==> src/rtl/spart_pkg.sv <==
// Shared SPART definitions: receiver/transmitter state encoding and frame timing defaults.
package spart_pkg;

    typedef enum logic [2:0] {
        IDLE,
        START,
        DATA,
        PARITY,
        STOP
    } spart_state_e;

    localparam int OVERSAMPLE_DEF  = 16;
    localparam int SAMPLE_PT_DEF   = 7;
    // start + 8 data + stop, shared with the transmitter
    localparam int FRAME_BITS_8N1  = 10;

endpackage

==> src/rtl/spart_sync2.sv <==
// Two-flop synchronizer for the idle-high serial line; resets to 1 so reset never looks like a start bit.
module spart_sync2 (
    input  logic clk,
    input  logic rst,
    input  logic d_i,
    output logic q_o
);

    logic [1:0] sync_q;

    always_ff @(posedge clk or posedge rst) begin
        if (rst) begin
            sync_q <= 2'b11;
        end else begin
            sync_q <= {sync_q[0], d_i};
        end
    end

    assign q_o = sync_q[1];

endmodule

==> src/rtl/spart_rx.sv <==
// SPART 8N1 receiver, advancing on the 16x r_enable tick; holds one byte plus status flags.
// Define SPART_RX_PARITY_EN to add an even-parity bit between data and stop, reported on parity_err.
module spart_rx
    import spart_pkg::*;
#(
    parameter int DATA_BITS  = 8,
    parameter int OVERSAMPLE = OVERSAMPLE_DEF,
    parameter int SAMPLE_PT  = SAMPLE_PT_DEF
) (
    input  logic                 clk,
    input  logic                 rst,
    input  logic                 r_enable,
    input  logic                 rxd,
    input  logic                 rd_en,
    output logic [DATA_BITS-1:0] rx_data,
    output logic                 rda,
    output logic                 frame_err,
    output logic                 overrun
`ifdef SPART_RX_PARITY_EN
    ,
    output logic                 parity_err
`endif
);

    localparam int TW = (OVERSAMPLE > 1) ? $clog2(OVERSAMPLE) : 1;
    localparam int BW = $clog2(DATA_BITS + 1);

    logic                 rxd_s;
    spart_state_e         state_q, state_d;
    logic [TW-1:0]        tick_q, tick_d;
    logic [BW-1:0]        bit_q, bit_d;
    logic [DATA_BITS-1:0] shift_q, shift_d;
    logic [DATA_BITS-1:0] rx_data_q, rx_data_d;
    logic                 rda_q, rda_d;
    logic                 ferr_q, ferr_d;
    logic                 ovr_q, ovr_d;
    logic                 last_tick;
`ifdef SPART_RX_PARITY_EN
    logic                 par_q, par_d;
    logic                 perr_q, perr_d;
`endif

    spart_sync2 u_sync (
        .clk (clk),
        .rst (rst),
        .d_i (rxd),
        .q_o (rxd_s)
    );

    assign last_tick = (tick_q == TW'(OVERSAMPLE - 1));

    always_comb begin
        state_d   = state_q;
        tick_d    = tick_q;
        bit_d     = bit_q;
        shift_d   = shift_q;
        rx_data_d = rx_data_q;
        rda_d     = rda_q;
        ferr_d    = ferr_q;
        ovr_d     = ovr_q;
`ifdef SPART_RX_PARITY_EN
        par_d     = par_q;
        perr_d    = perr_q;
`endif
        // A bus read clears status on any edge; a stop-bit load below takes precedence.
        if (rd_en) begin
            rda_d = 1'b0;
            ovr_d = 1'b0;
        end

        if (r_enable) begin
            case (state_q)
                IDLE: begin
                    if (!rxd_s) begin
                        state_d = START;
                        tick_d  = '0;
                    end
                end
                START: begin
                    if (tick_q == TW'(SAMPLE_PT)) begin
                        if (rxd_s) begin
                            state_d = IDLE;
                        end else begin
                            tick_d  = '0;
                            bit_d   = '0;
                            state_d = DATA;
                        end
                    end else begin
                        tick_d = tick_q + TW'(1);
                    end
                end
                DATA: begin
                    if (last_tick) begin
                        shift_d = {rxd_s, shift_q[DATA_BITS-1:1]};
                        tick_d  = '0;
                        bit_d   = bit_q + BW'(1);
                        if (bit_q == BW'(DATA_BITS - 1)) begin
`ifdef SPART_RX_PARITY_EN
                            state_d = PARITY;
`else
                            state_d = STOP;
`endif
                        end
                    end else begin
                        tick_d = tick_q + TW'(1);
                    end
                end
`ifdef SPART_RX_PARITY_EN
                PARITY: begin
                    if (last_tick) begin
                        par_d   = rxd_s;
                        tick_d  = '0;
                        state_d = STOP;
                    end else begin
                        tick_d = tick_q + TW'(1);
                    end
                end
`endif
                STOP: begin
                    if (last_tick) begin
                        rx_data_d = shift_q;
                        ferr_d    = ~rxd_s;
                        ovr_d     = ~rd_en & (ovr_q | rda_q);
                        rda_d     = 1'b1;
`ifdef SPART_RX_PARITY_EN
                        perr_d    = ^{shift_q, par_q};
`endif
                        tick_d    = '0;
                        state_d   = IDLE;
                    end else begin
                        tick_d = tick_q + TW'(1);
                    end
                end
                default: begin
                    state_d = IDLE;
                    tick_d  = '0;
                end
            endcase
        end
    end

    always_ff @(posedge clk or posedge rst) begin
        if (rst) begin
            state_q   <= IDLE;
            tick_q    <= '0;
            bit_q     <= '0;
            shift_q   <= '0;
            rx_data_q <= '0;
            rda_q     <= 1'b0;
            ferr_q    <= 1'b0;
            ovr_q     <= 1'b0;
`ifdef SPART_RX_PARITY_EN
            par_q     <= 1'b0;
            perr_q    <= 1'b0;
`endif
        end else begin
            state_q   <= state_d;
            tick_q    <= tick_d;
            bit_q     <= bit_d;
            shift_q   <= shift_d;
            rx_data_q <= rx_data_d;
            rda_q     <= rda_d;
            ferr_q    <= ferr_d;
            ovr_q     <= ovr_d;
`ifdef SPART_RX_PARITY_EN
            par_q     <= par_d;
            perr_q    <= perr_d;
`endif
        end
    end

    assign rx_data   = rx_data_q;
    assign rda       = rda_q;
    assign frame_err = ferr_q;
    assign overrun   = ovr_q;
`ifdef SPART_RX_PARITY_EN
    assign parity_err = perr_q;
`endif

endmodule

==> config.mk <==
export PLATFORM = sky130hd
export DESIGN_NAME = spart_rx
export DESIGN_NICKNAME = d
export VERILOG_FILES = /design/src/rtl/spart_pkg.sv /design/src/rtl/spart_sync2.sv /design/src/rtl/spart_rx.sv
export SDC_FILE = /design/constraint.sdc
export NUM_CORES = 1
export LEC_CHECK = 0
export CAP_MARGIN = 20
export CORE_UTILIZATION = 55
export CTS_CLUSTER_SIZE = 12
export DETAILED_ROUTE_END_ITERATION = 12
export HOLD_SLACK_MARGIN = 0.03
export PLACE_DENSITY = 0.87
export REMOVE_ABC_BUFFERS = 1
export SYNTH_ARGS = -nofsm -noshare
export SYNTH_HDL_FRONTEND = slang
export SYNTH_HIERARCHICAL = 1
export SYNTH_SLANG_ARGS = --single-unit
==> constraint.sdc <==
create_clock -name clk -period 2 [get_ports clk]
set_input_delay 0.4 -clock clk [delete_from_list [all_inputs] [get_ports clk]]
set_output_delay 0.4 -clock clk [all_outputs]
set_load 0.05 [all_outputs]
; ---- Yosys cells after proc, flatten, opt, wreduce, memory -nomap -nowiden
; Index checks and enable logic that the tools add are counted.
; Widths: inputs -> output; s select.
[totals]
regBits = 32
latch_bits = 0
ram_bits = 0
rom_bits = 0
inputBits = 5
out_inout_bits = 11
word_cells = 57
mem_count = 0
[classes]
n_addsub = 2
multipliers = 0
div_mod_pow = 0
order_cmp = 0
n_eq_ne = 12
shift = 0
n_mux = 23
bitwise_logic = 4
n_reduce_logical = 7
[op_table]
columns = operator, count
row1 = $mux 4, 6
row2 = $mux 3, 5
row3 = $ne 2x2->1 const B, 6
row4 = $pmux 3 s4, 1
row5 = $pmux 4 s3, 1
row6 = $add 4x1->4 const B, 2
row7 = $eq 4x3->1 const B, 2
row8 = $mux 1, 8
row9 = $pmux 4 s2, 1
row10 = $reduce_and 3->1, 2
row11 = $reduce_and 6->1, 1
row12 = $reduce_and 5->1, 1
row13 = $eq 4x4->1 const B, 1
row14 = $eq 3x1->1 const B, 1
row15 = $eq 3x2->1 const B, 1
row16 = $eq 3x3->1 const B, 1
row17 = $logic_not 3->1, 1
row18 = $mux 2, 1
row19 = $not 1->1, 2
row20 = $reduce_bool 2->1, 1
row21 = $reduce_or 2->1, 1
row22 = $and 1x1->1, 1
row23 = $or 1x1->1, 1

; ---- Depth between registers and ports, before layout
[depth]
word_depth = 5
ltp_mapped = 6
ltp_nobuf = 5

; ---- Modules after synthesis
; Netlist, hierarchy kept.
[modules_own_cells]
columns = mod, instances, cells_each, area_per_inst_um2, seq_area_each_um2
row1 = spart_rx, 1, 121, 1506.4, 750.7
row2 = spart_sync2, 1, 3, 56.3, 52.6

; ---- Worst setup path after synthesis
; OpenSTA, ideal clock, no wires.
[synth_timing]
path_kind = register to register
from = register tick_q[0]
to = register rx_data_q[0] (netlist: rx_data[0])
setup_ns = 0.125
t_arrival_ns = 1.629
slack_ns = 0.246
stages_incl_launch_ff = 6
path_buffers = 1
synth_period_minus_slack_ns = 1.754
path_cell_list = dfrtp_1 ha_1 nand4_1 nor4b_2 buf_4 mux2_2
[synth_between]
elab_chain_cells = 2
[synth_rtl]
columns = element, line
row1 = from (decl), spart_rx.sv:30  ; logic [TW-1:0] tick_q, tick_d;
row2 = from (signal assigned), spart_rx.sv:158  ; tick_q <= tick_d;
row3 = $eq 4x4->1, spart_rx.sv:50  ; assign last_tick = (tick_q == TW'(OVERSAMPLE - 1));
row4 = $reduce_and 3->1 (no line), --
row5 = to (signal assigned), spart_rx.sv:161  ; rx_data_q <= rx_data_d;
row6 = to (decl), spart_rx.sv:33  ; logic [DATA_BITS-1:0] rx_data_q, rx_data_d;
; No other way between the ends.
; A chain may end at the register's enable or synchronous reset.

; ---- Worst setup path in the final report
[layout_timing]
from = register rda_q (netlist: rda)
to = output port rda
[layout_rtl]
columns = element, line
row1 = from (decl), spart_rx.sv:34  ; logic rda_q, rda_d;
row2 = from (signal assigned), spart_rx.sv:162  ; rda_q <= rda_d;
row3 = to (decl), spart_rx.sv:16  ; output logic rda,
; No word-level cell between the ends.

==> run_results.csv <==
group,metric,value,unit
synthesis,synthTopCellsByArea,"dfrtp_1 48%, mux2_2 7.2%, mux2_4 6.7%",
sta,hold_viol_final,0,
finish,antenna_cells,0,
flow_run,maxCapViolations,0,
power_and_ir_drop,p_leak,0.891,nW
global_routing,first_global_vias,1069,
power_and_ir_drop,power.internal,0.00113,W
sta,final_max_slew_viol_count,0,
worst_setup_path,cp-startpoint,"rda",
clock_network,cts_root_buf,"clkbuf_4",
floorplan,core-area,2590,um2
synthesis,synthTopCellsByCount,"30 x dfrtp_1, 10 x mux2_2, 8 x inv_1",
routing,drc,0,
synthesis,synth_top_area_share,48.0,%
clock_network,clockBufferDepth,2,
sta,fmax,521,MHz
worst_setup_path,reg2reg_from,"tick_q[0]",
synthesis,yosys_warnings,6,
worst_setup_path,cp.depth,1,
worst_setup_path,critPathKind,"reg2out",
power_and_ir_drop,p_seq_share,48.9,%
floorplan,die_h,55.3,um
routing,first_pass_iters,4,
clock_network,cts_tree,"yes",
clock_network,ctsHoldBuffers,0,
worst_setup_path,crit_path_cell_trace,"clkdlybuf4s50_1",
finish,fillerInstances,175,
worst_hold_path,hold_path_class,"reg2reg",
worst_hold_path,hp-start,"u_sync/sync_q[0]",
synthesis,synth_edf_count,0,
floorplan,rows,18,
synthesis,synth_most_common_cell,"dfrtp_1",
global_routing,gr-usage-all-layers,20.7,%
worst_setup_path,cp-end-kind,"output port",
worst_setup_path,start_kind,"flop",
power_and_ir_drop,max-vdd-ir-drop,0.00115,V
sta,rsz0062_at_grt,"false",
floorplan,start_util,60.3,%
global_routing,grt_antenna_before_repair,0,
sta,layout_min_cycle_time,1.92,ns
global_routing,grt_overflow_total,0,
routing,ant_nets,0,
floorplan,ios,16,
power_and_ir_drop,clkPwrFrac,29.2,%
finish,fin_util,69.9,%
worst_setup_path,cp_slowest_cell,"clkdlybuf4s50_1",
routing,drtIter0Drc,23,
power_and_ir_drop,swShare,30.0,%
finish,syn_to_final_growth,15.9,%
worst_setup_path,worstPathRequired,1.60,ns
finish,final_nets,153,
floorplan,dieArea,3060,um2
synthesis,ys_ff_latch,32,
worst_setup_path,critPathArrivalTime,1.52,ns
worst_hold_path,hold_depth,0,
worst_setup_path,crit_path_max_incr_delay,0.81,ns
sta,whs,0.364,ns
finish,drive_gt1_share,29.3,%
power_and_ir_drop,p_sw,0.000483,W
sta,slew_headroom,66.6,%
worst_setup_path,critPathBufInv,1,
worst_setup_path,cp_top_family,"buffers and inverters",
sta,final.setup_skew,0.00779,ns
global_routing,grt_max_degree,31,
worst_setup_path,reg2reg_slack,0.15,ns
placement,port_buffers,15,
clock_network,cts_inserted_buffers,5,
routing,wl,2900,um
placement,dp_hpwl,2060,um
power_and_ir_drop,power.density,889,nW/um2
routing,drt-vias-per-instance,6.02,
clock_network,clkLatencyLatePin,0.32,ns
floorplan,die_w,55.3,um
sta,layout_worst_path_cycle_share,96.1,%
synthesis,ys_seq_area_share,51.4,%
synthesis,syn-instance-count,124,
worst_setup_path,crit_path_max_fanout,3,
global_routing,grt_pass1_wl,4900,um
power_and_ir_drop,power_frac_comb,22.0,%
run_status,status,"completed",
routing,dr_total_vias,1066,
synthesis,synth_area_per_cell,12.6,um2
clock_network,path_clk_slew,0.10,ns
clock_network,cts_resized,0,
clock_network,cts.sinks,32,
worst_setup_path,reg2reg_depth,5,
routing,drt-wirelength-per-cell,16.4,um
synthesis,synth_cell_type_count,44,
synthesis,yosysTopAreaCell,"dfrtp_1",
synthesis,postSynth.asyncResetShare,100,%
synthesis,syn_area,1560,um2
sta,setup_viol,0,
clock_network,post_cts_buffers,0,
sta,worstMarginPinSlew,0.500,ns
clock_network,htreeDepth,2,
synthesis,synth_top_flop_cell,"dfrtp_1",
placement,gp_congestion,0.819,
==> area by class of cell <==
| cell class | count | area (um2) | area share, % |
|---|---|---|---|
| Sequential cell | 32 | 803 | 44.4 |
| Timing Repair Buffer | 23 | 210 | 11.6 |
| Clock buffer | 6 | 41.3 | 2.28 |
| Inverter | 8 | 30.0 | 1.66 |
| Clock inverter | 2 | 35.0 | 1.94 |
| Multi-Input combinational cell | 76 | 653 | 36.1 |
| Tap cell | 30 | 37.5 | 2.07 |
==> registers in the layout, summed over array words and instances (netlist names) <==
signal / count
rx_data: 8
shift_q: 8
bit_q: 4
tick_q: 4
state_q: 3
u_sync/sync_q: 2
frame_err: 1
overrun: 1
rda: 1
==> layer usage <==
metal / part of all wire (%) / up-vias / global-route usage, %
li1: - / 499 / -
met3: 4.4 / 4 / 4.45
met5: 0 / - / 0
met4: 0.86 / 0 / 7.14
met1: 44 / 530 / 26.6
met2: 50 / 33 / 34.6
==> layout by cell type, fill, tap and decap left out, drive strengths merged, types with 2 or more instances in the layout <==
cell,netlist,layout
mux2,17,17
dfstp,2,2
ha,2,2
nor4b,2,2
nand3b,2,2
mux2i,2,2
a22o,2,2
clkbuf,1,6
nand2,3,3
nand3,3,3
o21ai,4,4
or3,2,2
clkdlybuf4s50,0,15
a21oi,7,7
nor2,6,6
a31oi,4,4
buf,7,8
a21o,2,2
dfrtp,30,30
a31o,2,2
inv,8,8
==> worst paths after layout <==
| path | endpoint |
|---|---|
| max | rda |
| max reg2reg | rx_data[1] |
| min reg2reg | u_sync/sync_q[1] |
| min | u_sync/sync_q[1] |
| max in group asynchronous | tick_q[1] |
| min in group asynchronous | u_sync/sync_q[1] |
==> stage by stage <==
stage / power, W / instances / area (um2) / setup TNS (ns) / setup WS [ns]
floorplan: 0.00104 / 116 / 1490 / -0.753 / -0.0941
global placement: 0.00111 / 169 / 1730 / 0 / 0.0520
detailed placement: 0.00114 / 169 / 1730 / -0.0136 / -0.0132
CTS: 0.00161 / 177 / 1810 / 0 / 0.0673
global route: 0.00170 / 177 / 1810 / 0 / 0.0383
finish: 0.00161 / 177 / 1810 / 0 / 0.0789
==> power by group through the flow <==
stage / Sequential [W] / Combinational (W) / Clock [W]
2_1_floorplan: 0.000783 / 0.000256 / 0
3_3_place_gp: 0.000790 / 0.000321 / 0
3_5_place_dp: 0.000796 / 0.000347 / 0
4_1_cts: 0.000783 / 0.000348 / 0.000480
5_1_grt: 0.000798 / 0.000390 / 0.000509
6_report: 0.000787 / 0.000354 / 0.000470
==> kinds of logic after synthesis <==
family	synth area share [%]
muxes	15.2
buffers and inverters	6.80
AOI/OAI and AO/OA	12.2
DFF	51.4
xor gates and xnor gates	0.561
and+or+nand+nor	12.2
adders and majority gates	1.60
Note: power is estimated with default switching activity, not from simulation.
